### src/rtl/triumph_pkg.sv
// Shared types for the unified-memory arbiter: response owner encoding,
// the {valid, owner} response tag and the starvation counter width.
package triumph_pkg;

    localparam int unsigned CNT_W = 4;

    typedef enum logic {
        OWN_IF = 1'b0,
        OWN_LS = 1'b1
    } owner_e;

    typedef struct packed {
        logic   valid;
        owner_e owner;
    } resp_tag_t;

    function automatic resp_tag_t make_tag(input logic valid, input owner_e owner);
        resp_tag_t t;
        t.valid = valid;
        t.owner = owner;
        return t;
    endfunction

endpackage

### src/rtl/triumph_resp_pipe.sv
// Fixed-depth shift register carrying one response tag per cycle so read data
// returning from memory can be steered to the requester that issued it.
module triumph_resp_pipe
    import triumph_pkg::*;
#(
    parameter int unsigned DEPTH = 1
) (
    input  logic      clk_i,
    input  logic      clr_i,
    input  resp_tag_t tag_i,
    output resp_tag_t tag_o
);

    resp_tag_t stage_q [DEPTH];

    // Shifts every cycle; non-read cycles carry valid = 0 so latency stays fixed.
    always_ff @(posedge clk_i) begin
        if (clr_i) begin
            for (int i = 0; i < int'(DEPTH); i++) begin
                stage_q[i] <= '0;
            end
        end else begin
            stage_q[0] <= tag_i;
            for (int i = 1; i < int'(DEPTH); i++) begin
                stage_q[i] <= stage_q[i-1];
            end
        end
    end

    assign tag_o = stage_q[DEPTH-1];

endmodule

### src/rtl/triumph_mem_arbiter.sv
// Arbitrates a single-port pipelined memory between instruction fetch and
// load/store, with a bounded-starvation rule for fetch and in-order read return.
module triumph_mem_arbiter
    import triumph_pkg::*;
#(
    parameter int unsigned ADDR_W     = 32,
    parameter int unsigned DATA_W     = 32,
    parameter int unsigned RD_LAT     = 1,
    parameter int unsigned STARVE_MAX = 4
) (
    input  logic              clk_i,
    input  logic              rst_i,

    input  logic              if_req_i,
    input  logic [ADDR_W-1:0] if_addr_i,
    output logic              if_gnt_o,
    output logic              if_rvalid_o,
    output logic [DATA_W-1:0] if_rdata_o,

    input  logic              ls_req_i,
    input  logic              ls_we_i,
    input  logic [ADDR_W-1:0] ls_addr_i,
    input  logic [DATA_W-1:0] ls_wdata_i,
    output logic              ls_gnt_o,
    output logic              ls_rvalid_o,
    output logic [DATA_W-1:0] ls_rdata_o,

    output logic              mem_req_o,
    output logic              mem_we_o,
    output logic [ADDR_W-1:0] mem_addr_o,
    output logic [DATA_W-1:0] mem_wdata_o,
    input  logic [DATA_W-1:0] mem_rdata_i,

    output logic              stall_o
);

    localparam logic [CNT_W-1:0] STARVE_LIM = CNT_W'(STARVE_MAX);

    logic [CNT_W-1:0] starve_q;
    logic [CNT_W-1:0] starve_d;
    logic             starved_c;
    logic             ls_win_c;
    logic             rd_issue_c;
    resp_tag_t        push_tag;
    resp_tag_t        pipe_tag;

    // Arbitration sees only the registered counter and the live requests.
    always_comb begin
        starved_c = 1'b0;
        ls_win_c  = 1'b0;
        if_gnt_o  = 1'b0;
        ls_gnt_o  = 1'b0;
        starved_c = (starve_q >= STARVE_LIM);
        ls_win_c  = ls_req_i & ~(if_req_i & starved_c);
        ls_gnt_o  = ls_win_c & ~rst_i;
        if_gnt_o  = if_req_i & ~ls_win_c & ~rst_i;
    end

    assign stall_o = (if_req_i & ~if_gnt_o) | (ls_req_i & ~ls_gnt_o);

    // Counts load/store grants that overtook a waiting fetch, saturating at the limit.
    always_comb begin
        starve_d = starve_q;
        if (!if_req_i || if_gnt_o) begin
            starve_d = '0;
        end else if (ls_gnt_o && (starve_q < STARVE_LIM)) begin
            starve_d = starve_q + CNT_W'(1);
        end
    end

    always_ff @(posedge clk_i) begin
        if (rst_i) begin
            starve_q <= '0;
        end else begin
            starve_q <= starve_d;
        end
    end

    // Memory port mirrors the winner; idle cycles drive zeros.
    always_comb begin
        mem_req_o   = 1'b0;
        mem_we_o    = 1'b0;
        mem_addr_o  = '0;
        mem_wdata_o = '0;
        if (ls_gnt_o) begin
            mem_req_o   = 1'b1;
            mem_we_o    = ls_we_i;
            mem_addr_o  = ls_addr_i;
            mem_wdata_o = ls_wdata_i;
        end else if (if_gnt_o) begin
            mem_req_o   = 1'b1;
            mem_addr_o  = if_addr_i;
        end
    end

    // Stores occupy a pipe slot with valid = 0 so no response is produced.
    always_comb begin
        rd_issue_c = (ls_gnt_o & ~ls_we_i) | if_gnt_o;
        push_tag   = make_tag(rd_issue_c, ls_gnt_o ? OWN_LS : OWN_IF);
    end

    triumph_resp_pipe #(
        .DEPTH (RD_LAT)
    ) u_resp_pipe (
        .clk_i (clk_i),
        .clr_i (rst_i),
        .tag_i (push_tag),
        .tag_o (pipe_tag)
    );

    assign if_rvalid_o = pipe_tag.valid & (pipe_tag.owner == OWN_IF) & ~rst_i;
    assign ls_rvalid_o = pipe_tag.valid & (pipe_tag.owner == OWN_LS) & ~rst_i;
    assign if_rdata_o  = mem_rdata_i;
    assign ls_rdata_o  = mem_rdata_i;

endmodule

### config.mk
export PLATFORM = sky130hd
export DESIGN_NAME = triumph_mem_arbiter
export DESIGN_NICKNAME = d
export VERILOG_FILES = /design/src/rtl/triumph_pkg.sv /design/src/rtl/triumph_resp_pipe.sv /design/src/rtl/triumph_mem_arbiter.sv
export SDC_FILE = /design/constraint.sdc
export NUM_CORES = 1
export LEC_CHECK = 0
export BUFFER_PORTS_ARGS = -buffer_cell sky130_fd_sc_hd__buf_4
export CORE_AREA = 2 2 104 106
export CTS_CLUSTER_SIZE = 12
export DETAILED_ROUTE_END_ITERATION = 8
export DIE_AREA = 0 0 106 108
export PLACE_DENSITY_LB_ADDON = 0.12
export SYNTH_ARGS = -nofsm -noshare
export SYNTH_HDL_FRONTEND = slang
export SYNTH_HIERARCHICAL = 1
export SYNTH_SLANG_ARGS = --single-unit
export TNS_END_PERCENT = 100
### constraint.sdc
create_clock -name clk_i -period 3.6 [get_ports clk_i]
set_clock_uncertainty 0.05 [all_clocks]
set_input_delay 0.36 -clock clk_i [delete_from_list [all_inputs] [get_ports clk_i]]
set_output_delay 0.36 -clock clk_i [all_outputs]
set_load 0.02 [all_outputs]
==> out/results.ini, run 1 <==
[outcome]
status=completed

[routing]
drt-total-wl_um=5220
drt.antenna.violating_nets=0
wire_per_inst_um=13.0
vias=1546
avgViaCountPerCell=3.85
firstDrtPassIters=4
drt_iter0_markers=57
drc_errors=0

[synth]
synth_fp_nets=302
synth_cell_types=22
ys_ff_latch=6
syn_area_um2=1340
postSynthAreaPerCell_um2=7.96
yosys_warnings=6
ys_seq_area_frac=0.0898
synth_cells=168

[cells_and_area]
fin_nets=402
drive_gt1_frac=0.677
stdcell_count=402
area_delta_synth_final_pct=68.8
antenna_cells=0

[floorplan]
design.die.area_um2=11400
initial_core_util=0.131
rows=37
dieHeight_um=108
io_pins=268
fp.coreArea_um2=10200
die_w_um=106

[global_route]
antenna_found_initial=0
grt_overflow=0
grtUsageTotal=0.0799
grt_start_max_net_pins=37
grt_pass1_vias=1404
grt_pass1_wl_um=7270

[timing]
finalCriticalPeriod_ps=2690
setup_violations=0
timing.fmax_mhz=371
worst_slew_pin_slew_ps=1020
grt_setup_unrepaired=false
finalHoldViolations=0
fin_setup_tns_ps=0
fin_ws_ps=905
slew_violations=0
fin_crit_sh=0.749
max_slew_margin=0.318

[clock_network]
cts_setup_buffers=0
cts_resized=0
cts_buffer_depth=2
clk_pin_slew_ps=40
ctsHoldBuffers=0
clock_latency_ps=220
clock_sinks=6
numCtsBuffers=3
cts-htree-levels=1
cts_tree=done
cts_root_buffer=clkbuf_8

[critical_path]
max_stage_delay_ps=800
critPathTopFamily=compound AO/OA/AOI/OAI gates
critPathCaptureType=output port
crit_chain=o21ai_2 > and2_4 > a22o_1 > buf_4
crit_type=flop to output port
path_buf_inv=1
crit_arrival_ps=2280
worst_setup_path_start_kind=flop
crit_slowest_cell=o21ai_2
cp_max_fo=36
required_ps=3190

[pwr]
p_leak_nw=1.32
power_density_nw_per_um2=191
ir_worst_vdd_mv=0.0839
power.total_mw=0.431

[worst_hold_path]
hold_path_class=input port to flop

[placed_design]
preCtsSetupSlack_ps=1040
io_buffers=171
dp_cells=399
dp_hpwl_um=4170
place.gp.congestion=0.713

[run]
max_cap_violations=0

## synthesized netlist by cell type (all sizes together)
cell / count / area [µm²]
a21o: 1 / 7.51
a21oi: 1 / 8.76
a22o: 32 / 280
and2: 3 / 21.3
and3: 34 / 213
and3b: 1 / 10.0
buf: 71 / 559
clkbuf: 6 / 22.5
conb: 1 / 3.75
dfxtp: 6 / 120
ha: 1 / 12.5
inv: 1 / 3.75
maj3: 1 / 10.0
nand2b: 1 / 6.26
nor2: 1 / 3.75
nor2b: 4 / 32.5
nor3b: 1 / 7.51
o21ai: 1 / 8.76
or2: 1 / 6.26
## power by group
part           switching (mW)  total [mW]  internal [mW]  leakage (nW)
clock network          0.0285       0.100         0.0718        0.0216
registers            0.000966      0.0698         0.0688        0.0491
logic                   0.115       0.261          0.145          1.25
## final timing paths
path / endpoint / depth (start not counted) / slack [ps] / start
setup reg to reg: u_resp_pipe/stage_q[0][1] / 4 / 1560 / starve_q[2]
hold reg to reg: starve_q[0] / 1 / 370 / starve_q[0]
hold / removal: u_resp_pipe/stage_q[0][1] / 2 / 320 / rst_i
setup / recovery: mem_addr_o[4] / 4 / 910 / starve_q[2]
## cells by family (layout without fill, tap and decap cells)
family / Yosys count / in the layout / synth area share
adders and majority gates: 2 / 2 / 0.0168
AOI/OAI and AO/OA: 35 / 35 / 0.228
other: 1 / 1 / 0.00280
DFF: 6 / 6 / 0.0898
buffers and inverters: 78 / 176 / 0.438
and+or+nand+nor: 46 / 46 / 0.225
## state kept, by name, indices dropped and copies added (netlist names)
signal,flops
starve_q,4
u_resp_pipe/stage_q,2
## final cells by class
type,instances,area (µm²)
Timing Repair Buffer,172,1290
Inverter,1,3.75
Sequential cell,6,120
Multi-Input combinational cell,84,632
Clock buffer,3,41.3
Tap cell,136,170
Fill cell,1122,7970
## cells in the final DEF, fill, tap and decap left out
cell and count:
ha_1 1, conb_1 1, dfxtp_1 6, clkbuf_8 3, nor2_1 1, a22o_1 32
o21ai_2 1, a21o_1 1, and3b_2 1, and2_4 1, or2_1 1, nor2b_4 1
nor2b_1 3, nand2b_1 1, and2_1 2, inv_1 1, nor3b_1 1, a21oi_2 1
buf_4 172, and3_1 34, maj3_1 1
## layer usage
metal  vias to the layer above  wire [µm]  global-route usage  part of all wire
met5                         -          0                   0                 0
met4                         0        161              0.0338             0.031
met3                        19        760              0.0350              0.15
met2                       140       2700               0.159              0.52
met1                       661       1600              0.0691              0.31
li1                        726          -                   -                 -
## per-stage QoR
step	cell area [µm²]	util	hold WS, ps
2_1_floorplan	1340	-	348
3_3_place_gp	2220	0.217	367
3_5_place_dp	2220	0.217	366
4_1_cts	2260	0.221	320
5_1_grt	2260	0.221	331
6_report	2260	0.221	319
## worst reg2reg max path, delay by kind of cell (launching register included)
| kind | cells | cell delay (ps) |
|---|---|---|
| AO/OA/AOI/OAI | 2 | 980 |
| flip-flops | 1 | 310 |
| AND/OR/NAND/NOR | 2 | 650 |
(Power assumes the default switching activity.)
==> inputs of run 2 (changes only) <==
- ABC_AREA: default -> 1
- clock period: 3.6 -> 2.3 ns (I/O delays scaled with it)
==> run 2 against run 1 <==
Effect of this change: clock power rose by 53%; sequential share of layout area shrank 0.44 points; first-iteration DRC count shrank 5.3%; combinational power grew 61%; critical path depth grew 2; flip-flop and latch count stayed put; synthesized cell count increased by 63%; global-route usage rose by 1.3 points; worst hold slack worse by 130 ps; critical path type unchanged; largest power group unchanged.
==> out/results.ini, run 2 <==
[timing]
fin_crit_sh=0.836
max_slew_margin=0.624  ; was 0.318
finalHoldViolations=0  ; unchanged
slew_violations=0  ; unchanged
fin_setup_tns_ps=0  ; unchanged
finalCriticalPeriod_ps=1920
worst_slew_pin_slew_ps=563  ; was 1020 ps
whs_ps=186  ; was 319 ps
timing.fmax_mhz=520
grt_setup_unrepaired=false  ; unchanged
setup_violations=0  ; unchanged

[critical_path]
cpMostUsedCell=nor2_4
worst_setup_path_start_kind=flop  ; unchanged
required_ps=2020  ; was 3190 ps
max_stage_delay_ps=430  ; was 800 ps
crit_type=flop to output port  ; unchanged
critPathCaptureType=output port  ; unchanged
critPathTopFamily=buffers and inverters  ; was compound AO/OA/AOI/OAI gates
crit_chain=nor2_4 > o21ai_4 > nor2_4 > inv_2 > nor2_1 > buf_4  ; was o21ai_2 > and2_4 > a22o_1 > buf_4
crit_slowest_cell=inv_2  ; was o21ai_2
path_buf_inv=2  ; was 1
crit_arrival_ps=1640  ; was 2280 ps
cp_max_fo=35  ; was 36

[clock_network]
cts_resized=0  ; unchanged
clk_pin_slew_ps=40  ; about the same
cts_setup_buffers=0  ; unchanged
cts_root_buffer=clkbuf_8  ; unchanged
cts_tree=done  ; unchanged
ctsHoldBuffers=0  ; unchanged
clock_sinks=6  ; unchanged
cts_buffer_depth=2  ; unchanged
clock_latency_ps=220  ; about the same
cts-htree-levels=1  ; unchanged
numCtsBuffers=3  ; unchanged

[synth]
yosysMostFrequentCell=nand2_1  ; was buf_4
synth_top_area_frac=0.321  ; was 0.359
async_reset_ff_frac=0  ; unchanged
ys_seq_area_frac=0.0802  ; was 0.0898
syn_area_um2=1500  ; was 1340 µm²
synth_cells=274  ; was 168
ys.flop_type=dfxtp_1  ; unchanged
synthTopCellsByArea=buf_4 32%, nand2_1 23%, nor2_1 10%  ; was buf_4 36%, a22o_1 21%, and3_1 16%
yosys_warnings=6  ; unchanged
yosys.area.top_type=buf_4  ; unchanged
synth_fp_nets=408  ; was 302
synth_cell_types=21  ; was 22
postSynthAreaPerCell_um2=5.47  ; was 7.96 µm²
ys_ff_latch=6  ; unchanged
synth_edf_count=0  ; unchanged
synth_common_cells=92 x nand2_1, 64 x buf_4, 41 x nor2_1  ; was 64 x buf_4, 34 x and3_1, 32 x a22o_1

[floorplan]
rows=37  ; unchanged
io_pins=268  ; unchanged
fp.coreArea_um2=10200  ; unchanged
die_w_um=106  ; unchanged
initial_core_util=0.146  ; was 0.131
design.die.area_um2=11400  ; unchanged
dieHeight_um=108  ; unchanged

[routing]
avgViaCountPerCell=3.47  ; was 3.85
drt-total-wl_um=5840  ; was 5220 µm
drt.antenna.violating_nets=0  ; unchanged
drc_errors=0  ; unchanged
vias=1785  ; was 1546
wire_per_inst_um=11.4  ; was 13.0 µm
drt_iter0_markers=54  ; was 57
firstDrtPassIters=5  ; was 4

[placed_design]
place.gp.congestion=0.744  ; was 0.713
io_buffers=171  ; unchanged
placed_cell_area_um2=2420  ; was 2220 µm²
dp_hpwl_um=4990  ; was 4170 µm

[global_route]
grtUsageTotal=0.0931  ; was 0.0799
antenna_found_initial=0  ; unchanged
grt_pass1_vias=1751  ; was 1404
grt_pass1_wl_um=8520  ; was 7270 µm
grt_overflow=0  ; unchanged
grt_start_max_net_pins=36  ; was 37

[cells_and_area]
area_delta_synth_final_pct=64.3  ; was 68.8%
drive_gt1_frac=0.511  ; was 0.677
largest_register_ffs=4  ; unchanged
regMostFlops=starve_q  ; unchanged
final_common_cell=buf_4  ; unchanged
fill_cells=1169  ; was 1122
antenna_cells=0  ; unchanged
design_area_um2=2460  ; was 2260 µm²
fin_nets=514  ; was 402
reg.largest.list=starve_q: 4 flops, u_resp_pipe/stage_q: 2 flops  ; unchanged
mostFrequentLayoutCells=173 x buf_4, 92 x nand2_1, 41 x nor2_1  ; was 172 x buf_4, 34 x and3_1, 32 x a22o_1

[worst_hold_path]
hold_path_class=input port to flop  ; unchanged

[pwr]
p_leak_nw=1.56  ; was 1.32 nW
power_density_nw_per_um2=278  ; was 191 nW/µm²
ir_worst_vdd_mv=0.168  ; was 0.0839 mV

[outcome]
status=completed  ; unchanged

[run]
max_cap_violations=0  ; unchanged

[run 2: where the power goes]
| group | switching (mW) | internal (mW) |
|---|---|---|
| sequential | 0.00214 | 0.108 |
| clock | 0.0412 | 0.112 |
| combinational | 0.205 | 0.216 |
[run 2: metrics by stage]
stage                     utilization  total power [mW]  setup slack [ps]  instances
after floorplan                     -             0.455               791        274
after global placement          0.237             0.541               606        511
after detailed placement        0.237             0.539               570        511
after CTS                       0.241             0.698               327        514
after global routing            0.241             0.738               184        514
final                           0.241             0.684               377        514
[run 2: area by class of cell]
| cell class | instances | area (µm²) | share of cell area |
|---|---|---|---|
| multi-input combinational | 154 | 656 | 0.266 |
| sequential | 6 | 120 | 0.0488 |
| clock buffer | 3 | 41.3 | 0.0168 |
| inverter | 41 | 155 | 0.0630 |
| tap | 136 | 170 | 0.0691 |
| timing repair buffer | 174 | 1320 | 0.536 |
[run 2: final timing paths]
kind / from / to / slack, ps / cells after the start
setup / recovery: starve_q[2] / mem_wdata_o[30] / 380 / 6
hold / removal: rst_i / u_resp_pipe/stage_q[0][0] / 190 / 2
setup reg to reg: starve_q[2] / u_resp_pipe/stage_q[0][1] / 720 / 7
hold reg to reg: starve_q[2] / starve_q[2] / 450 / 2
[run 2: metal layers]
layer  up-vias  global-route usage  routed length (µm)
li1        924                   -                   -
met1       733              0.0879                1910
met2        95               0.171                2920
met3        33              0.0350                 661
met4         0              0.0583                 350
met5         -                   0                   0
[run 2: kinds of logic (layout without fill, tap and decap cells)]
logic type | Yosys count | in the layout | synth area share
compound gates | 4 | 4 | 0.0209
fa+ha+maj | 1 | 1 | 0.00835
flops | 6 | 6 | 0.0802
xor+xnor | 1 | 1 | 0.00585
other cells | 1 | 1 | 0.00250
simple gates | 147 | 147 | 0.400
buf+inv | 114 | 218 | 0.482
